`src/rtl/accel_host_sequencer.sv`:
```
// Host-side job sequencer for the ai_accelerator: loads weights, pulses start, streams
// ifmap vectors, collects the single ofmap word and returns it (or a timeout) to the host.
module accel_host_sequencer #(
  parameter int ARRAY_SIZE     = 4,
  parameter int DATA_WIDTH     = 8,
  parameter int MEM_ADDR_WIDTH = 14,
  parameter int WDATA_WIDTH    = 16,
  parameter int TIMEOUT_CYCLES = 4096
) (
  input  logic                             clk,
  input  logic                             rst,
  input  logic                             cmd_valid,
  output logic                             cmd_ready,
  input  logic [MEM_ADDR_WIDTH-1:0]        cmd_w_base,
  input  logic [MEM_ADDR_WIDTH-1:0]        cmd_w_count,
  input  logic [7:0]                       cmd_ifmap_count,
  input  logic [1:0]                       cmd_act_type,
  input  logic [WDATA_WIDTH-1:0]           w_src_data,
  input  logic                             w_src_valid,
  output logic                             w_src_ready,
  input  logic [ARRAY_SIZE*DATA_WIDTH-1:0] x_src_data,
  input  logic                             x_src_valid,
  output logic                             x_src_ready,
  output logic                             acc_start,
  output logic [1:0]                       acc_activation_type,
  output logic [7:0]                       acc_layer_size,
  input  logic                             acc_done,
  input  logic                             acc_busy,
  output logic [MEM_ADDR_WIDTH-1:0]        acc_weight_addr,
  output logic [WDATA_WIDTH-1:0]           acc_weight_data,
  output logic                             acc_weight_we,
  output logic [ARRAY_SIZE*DATA_WIDTH-1:0] acc_ifmap_data,
  output logic                             acc_ifmap_valid,
  input  logic                             acc_ifmap_ready,
  input  logic [ARRAY_SIZE*DATA_WIDTH-1:0] acc_ofmap_data,
  input  logic                             acc_ofmap_valid,
  output logic                             acc_ofmap_ready,
  output logic [ARRAY_SIZE*DATA_WIDTH-1:0] res_data,
  output logic                             res_valid,
  input  logic                             res_ready,
  output logic                             res_error,
  output logic                             seq_busy
);

  localparam int WDW = $clog2(TIMEOUT_CYCLES + 1);

  typedef enum logic [2:0] {
    S_IDLE, S_LOAD_W, S_START, S_STREAM, S_WAIT_OUT, S_RESULT
  } state_t;

  state_t                    state, state_next;
  logic [MEM_ADDR_WIDTH-1:0] w_addr;
  logic [MEM_ADDR_WIDTH-1:0] w_rem;
  logic [7:0]                x_rem;
  logic                      done_seen;
  logic                      captured;
  logic [WDW-1:0]            wd_cnt;

  logic cmd_hs, w_hs, x_hs, o_hs, res_hs;
  logic x_live, active, wd_expired;

  always_comb begin
    cmd_ready       = (state == S_IDLE);
    seq_busy        = (state != S_IDLE);
    w_src_ready     = (state == S_LOAD_W);
    x_live          = (state == S_STREAM) && (x_rem != 8'd0);
    acc_ifmap_data  = x_src_data;
    acc_ifmap_valid = x_src_valid && x_live;
    x_src_ready     = acc_ifmap_ready && x_live;
    acc_ofmap_ready = (state == S_WAIT_OUT);
    acc_start       = (state == S_START) && !acc_busy;
    res_valid       = (state == S_RESULT);

    cmd_hs = cmd_valid && cmd_ready;
    w_hs   = w_src_valid && w_src_ready;
    x_hs   = acc_ifmap_valid && acc_ifmap_ready;
    o_hs   = acc_ofmap_valid && acc_ofmap_ready;
    res_hs = res_valid && res_ready;

    active     = (state == S_LOAD_W) || (state == S_START) ||
                 (state == S_STREAM) || (state == S_WAIT_OUT);
    wd_expired = active && (wd_cnt == WDW'(TIMEOUT_CYCLES));

    state_next = state;
    case (state)
      S_IDLE:     if (cmd_hs) state_next = (cmd_w_count != '0) ? S_LOAD_W : S_START;
      S_LOAD_W:   if (w_hs && (w_rem == MEM_ADDR_WIDTH'(1))) state_next = S_START;
      S_START:    if (!acc_busy) state_next = S_STREAM;
      S_STREAM:   if ((x_rem == 8'd0) || (x_hs && (x_rem == 8'd1))) state_next = S_WAIT_OUT;
      // Valid and done may land in the same cycle, so look at this cycle's events too
      S_WAIT_OUT: if ((captured || o_hs) && (done_seen || acc_done)) state_next = S_RESULT;
      S_RESULT:   if (res_hs) state_next = S_IDLE;
      default:    state_next = S_IDLE;
    endcase
    if (wd_expired) state_next = S_RESULT;
  end

  always_ff @(posedge clk or posedge rst) begin
    if (rst) begin
      state               <= S_IDLE;
      w_addr              <= '0;
      w_rem               <= '0;
      x_rem               <= '0;
      done_seen           <= 1'b0;
      captured            <= 1'b0;
      wd_cnt              <= '0;
      acc_weight_we       <= 1'b0;
      acc_weight_addr     <= '0;
      acc_weight_data     <= '0;
      acc_activation_type <= '0;
      acc_layer_size      <= '0;
      res_data            <= '0;
      res_error           <= 1'b0;
    end else begin
      state         <= state_next;
      acc_weight_we <= w_hs;

      if (cmd_hs) begin
        w_addr              <= cmd_w_base;
        w_rem               <= cmd_w_count;
        x_rem               <= cmd_ifmap_count;
        acc_activation_type <= cmd_act_type;
        acc_layer_size      <= cmd_ifmap_count;
        done_seen           <= 1'b0;
        captured            <= 1'b0;
        res_error           <= 1'b0;
      end

      // Address wraps naturally at 2^MEM_ADDR_WIDTH
      if (w_hs) begin
        acc_weight_addr <= w_addr;
        acc_weight_data <= w_src_data;
        w_addr          <= w_addr + MEM_ADDR_WIDTH'(1);
        w_rem           <= w_rem - MEM_ADDR_WIDTH'(1);
      end

      if (x_hs) x_rem <= x_rem - 8'd1;

      if (o_hs && !captured) begin
        res_data <= acc_ofmap_data;
        captured <= 1'b1;
      end
      if ((state == S_WAIT_OUT) && acc_done) done_seen <= 1'b1;

      if (wd_expired) begin
        res_data  <= '0;
        res_error <= 1'b1;
      end

      if (res_hs) begin
        done_seen <= 1'b0;
        captured  <= 1'b0;
      end

      // Any forward progress or state change restarts the idle window
      if (!active || (state_next != state) || w_hs || x_hs || o_hs)
        wd_cnt <= '0;
      else
        wd_cnt <= wd_cnt + WDW'(1);
    end
  end

endmodule
```
`config.mk`:
```
export PLATFORM = sky130hd
export DESIGN_NAME = accel_host_sequencer
export DESIGN_NICKNAME = d
export VERILOG_FILES = /design/src/rtl/accel_host_sequencer.sv
export SDC_FILE = /design/constraint.sdc
export NUM_CORES = 1
export LEC_CHECK = 0
export BUFFER_PORTS_ARGS = -buffer_cell sky130_fd_sc_hd__buf_4
export CAP_MARGIN = 20
export CORE_ASPECT_RATIO = 0.7
export CORE_UTILIZATION = 40
export DETAILED_ROUTE_END_ITERATION = 6
export PLACE_DENSITY_LB_ADDON = 0.2
export SLEW_MARGIN = 5
export SYNTH_ARGS = -nofsm -noshare
export SYNTH_HDL_FRONTEND = slang
export SYNTH_SLANG_ARGS = --single-unit
```
`constraint.sdc`:
```
create_clock -name clk -period 13.9 [get_ports clk]
set_input_delay 4.17 -clock clk [delete_from_list [all_inputs] [get_ports clk]]
set_output_delay 4.17 -clock clk [all_outputs]
set_load 0.005 [all_outputs]
```
# Word-level counts from Yosys, hierarchy flattened
# Cells that the tools add are included.
[totals]
out_inout_bits = 114
input_bits = 128
regBits = 128
[op_classes]
n_reduce_logical = 39
n_eq_ne = 9
muxes = 24
addsub = 4
[ops]
columns = ["operator", "n"]
rows = [
  ["2-to-1 mux 32 bit", 2],
  ["2-to-1 mux 14 bit", 4],
  ["2-to-1 mux 3 bit", 7],
  ["case mux 3 bit (6 select lines)", 1],
  ["2-to-1 mux 8 bit", 2],
  ["logical AND 1 bit", 15],
  ["adder 14 x 1 -> 14 bit, second input constant", 1],
  ["== test 14 x 1 -> 1 bit, second input constant", 1],
  ["nonzero test 14 bit", 1],
  ["subtractor 14 x 1 -> 14 bit, second input constant", 1],
  ["adder 13 x 1 -> 13 bit, second input constant", 1],
  ["== test 13 bit, second input constant", 1],
  ["2-to-1 mux 13 bit", 1],
  ["logical OR 1 bit", 10],
  ["nonzero test 3 bit", 3],
  ["== test 8 x 1 -> 1 bit, second input constant", 1],
  ["zero test 8 bit", 1],
  ["nonzero test 2 bit", 4],
  ["nonzero test 8 bit", 1],
  ["subtractor 8 x 1 -> 8 bit, second input constant", 1],
  ["== test 3 x 2 -> 1 bit, second input constant", 2],
  ["== test 3 bit, second input constant", 2],
  ["2-to-1 mux 1 bit", 6],
  ["== test 3 x 1 -> 1 bit, second input constant", 1],
  ["4 further kinds", 6],
]

# Depth between registers and ports, before layout
[depth]
ltp_word = 15
depth_mapped = 9
ltp_nobuf = 7

# Least setup slack after synthesis
# Ideal clock, no wire load.
[synth_timing]
path_kind = "input to output"
from = "input acc_busy"
to = "output acc_start"
path_stages = 1
t_arrival_ps = 4411
setup_slack_ps = 5319
path_cell_list = "nor3_1"
[synth_via]
elab_chain_len = 2
[synth_rtl]
columns = ["item", "line", "rtl"]
rows = [
  ["start: declaration", "28", "input logic acc_busy,"],
  ["zero test 1 bit", "n/a", ""],
  ["logical AND 1 bit", "71", "acc_start = (state == S_START) && !acc_busy;"],
  ["end: declaration", "24", "output logic acc_start,"],
]
# No other way between the ends.

# Worst setup path in the final report
# Ends and elaborated chain as after synthesis.

==> impl_metrics.py <==
metrics = {
    "status": {
        "outcome": "completed",
    },
    "sta": {
        "drv_slew": 0,
        "worst_pin_slew_ns": 1.11,
        "fmax_mhz": 113,
        "hold_viol_final": 0,
        "period_needed_ns": 8.87,
        "period_share_pct": 63.8,
        "rsz0062_at_grt": "false",
        "tns_ns": 0,
        "setup-violations-final": 0,
        "skew_ns": 0.0122,
        "whs_ns": 0.476,
        "maxSlewHeadroom_pct": 25.8,
    },
    "setup_path": {
        "path_max_fanout": 2,
        "arrival_ns": 4.70,
        "crit_type": "in2out",
        "worstPathRequired_ns": 9.73,
        "rr_worst_depth": 7,
        "startpoint_type": "input pin",
        "end_kind": "primary output",
        "r2r_setup_slack_ns": 10.82,
        "crit_path_start": "acc_busy",
        "r2r_start": "state[0]",
    },
    "pwr": {
        "p_int_mw": 0.988,
        "p_seq_share_pct": 40.3,
        "swShare_pct": 29.8,
        "combPwrFrac_pct": 23.0,
        "power_density_nw_per_um2": 173,
        "power_leakage_nw": 4.25,
        "power.switching_mw": 0.419,
        "ir_worst_vdd_uv": 78.6,
        "clkPwrFrac_pct": 36.6,
    },
    "cts": {
        "cts_hold_buffers": 0,
        "cts-buffers-inserted": 17,
        "postCtsSetupBuffers": 0,
        "cts_max_level": 4,
        "tritoncts": "built",
        "cts_sinks": 128,
        "root_buffer": "clkbuf_16",
        "cts_resized": 0,
        "clk_latency_ns": 0.41,
        "clock_path_buffers": 2,
        "clkTransAtPathRegs_ns": 0.06,
    },
    "synth": {
        "synthArstFlopShare_pct": 100,
        "synthAdderAreaFrac_pct": 1.42,
        "netlist_area_um2": 6180,
        "synth_xor_area_share_pct": 1.56,
        "synth_common_cells": "nand2_1, dfrtp_1, nor2_1",
        "synth_top_family_by_area": "simple AND/OR/NAND/NOR gates",
        "syn_inst": 643,
        "yosysSeqAreaShare_pct": 51.8,
        "syn_area_per_cell_um2": 9.61,
        "synth_compound_area_share_pct": 10.2,
        "synth_edf_count": 0,
        "yosysTopAreaCell": "dfrtp_1",
        "ys_ff_latch": 128,
        "synth_area_leaders": "dfrtp_1, nand2_1, mux2i_1",
        "synth_ff_type": "dfrtp_1",
        "yosys_warnings": 0,
        "synth_cell_types": 62,
        "synth_fp_nets": 778,
        "yosys.area_share.simple_pct": 22.6,
        "synthMuxAreaShare_pct": 5.53,
        "yosys.cell_count.top_type": "nand2_1",
        "synth_top_area_share_pct": 51.8,
    },
    "place": {
        "dp_hpwl_um": 10900,
        "port_buffers": 177,
        "place.gp.congestion": 0.818,
    },
    "die": {
        "die-area_um2": 16000,
        "start_util_pct": 41.5,
        "die_y_um": 106,
        "rows": 37,
        "die_w_um": 151,
        "core_um2": 14900,
        "io_pins": 242,
    },
    "global_routing": {
        "antenna_found_initial": 0,
        "grt_pass1_vias": 5041,
        "grt_overflow_total": 0,
        "grt_pass1_wl_um": 25500,
        "grt_max_degree": 69,
        "grt_use_total_pct": 20.4,
    },
    "worst_hold_path": {
        "hp-start": "acc_weight_data[9]",
        "hold_path_class": "reg2reg",
        "hold_depth": 2,
    },
    "route": {
        "ant_nets": 0,
        "vias": 5255,
        "drt_first_pass_iters": 4,
        "routedWlPerCell_um": 16.1,
        "via_per_inst": 5.31,
        "drt-total-wl_um": 15900,
        "drc_errors": 0,
        "first_iter_violations": 295,
    },
    "finish": {
        "nets": 916,
        "drive_gt1_share_pct": 28.7,
        "n_antenna_cell": 0,
        "area_delta_synth_final_pct": 31.4,
    },
    "flow_run": {
        "drv_cap": 0,
    },
}
==> through the flow <==
| step | area (µm²) | setup slack [ns] | total power [mW] | util (%) | std cells |
|---|---|---|---|---|---|
| 2_1_floorplan | 6180 | 5.32 | 0.738 | - | 643 |
| 3_3_place_gp | 7440 | 5.08 | 0.876 | 49.9 | 957 |
| 3_5_place_dp | 7440 | 5.04 | 0.893 | 49.9 | 957 |
| 4_1_cts | 8120 | 5.03 | 1.42 | 54.5 | 989 |
| 5_1_grt | 8120 | 5.02 | 1.49 | 54.5 | 989 |
| 6_report | 8120 | 5.03 | 1.41 | 54.5 | 989 |
==> placed cells by master (no fill, tap or decap), types with 4 or more instances in the layout <==
master     netlist  final
a22oi_1          4      4
nor2_1          52     52
clkbuf_16        0     17
o21ai_0          5      5
nand3_1         19     19
ha_1             7      7
xor2_1           5      5
inv_1           11     10
nor3_1           9      9
bufinv_16        0      6
buf_4           33    184
mux2i_1         33     33
nand2_1        163    163
xnor2_1          6      6
nor4_1          20     20
o311ai_0        10     10
o211ai_1        18     18
a21oi_1         11     11
a211oi_1         4      4
dfrtp_1        128    128
a31oi_1          4      4
and3_1          13     13
a311oi_1         4      4
==> power by group through the flow <==
stage | sequential [mW] | combinational (mW) | clock [mW]
floorplan | 0.555 | 0.183 | 0
global placement | 0.563 | 0.313 | 0
detailed placement | 0.570 | 0.323 | 0
CTS | 0.566 | 0.328 | 0.524
global route | 0.582 | 0.366 | 0.543
finish | 0.567 | 0.324 | 0.515
==> final timing paths <==
kind,endpoint
min in group asynchronous,acc_layer_size[4]
worst max register to register,wd_cnt[6]
worst min-delay path,acc_weight_data[9]
max in group asynchronous,res_data[30]
worst min register to register,acc_weight_data[9]
worst max-delay path,acc_start
==> final cells by class <==
type                    count  area, µm²
multi-input cells         438       2560
clock buffers              20        457
well taps                 195        244
inverters                  12       47.5
repair buffers            184       1380
clock inverters            12        228
flip-flops and latches    128       3200
fillers                  1296       6780
==> sequential cells by signal (all words and copies together) (netlist names), 2 cells and up <==
register,count
w_addr,14
acc_layer_size,8
x_rem,8
acc_weight_data,16
w_rem,14
acc_activation_type,2
wd_cnt,13
acc_weight_addr,14
state,3
res_data,32
==> logic make-up after synthesis <==
logic type                 after synthesis
AOI/OAI and AO/OA                       81
muxes                                   34
xor gates and xnor gates                11
buffers and inverters                   77
adders and majority gates                7
and+or+nand+nor                        305
DFF                                    128
==> worst max-delay path, cell delays in order <==
cell	delay [ns]
buf_4	0.11
nor3_1	0.25
buf_4	0.17
==> layer usage <==
| layer | track usage [%] | wire [µm] |
|---|---|---|
| met2 | 31.4 | 7180 |
| met3 | 5.45 | 1380 |
| met1 | 27.6 | 7250 |
| met4 | 7.36 | 128 |
| met5 | 0 | 0 |
No activity file was read; power rests on OpenSTA's default activity.
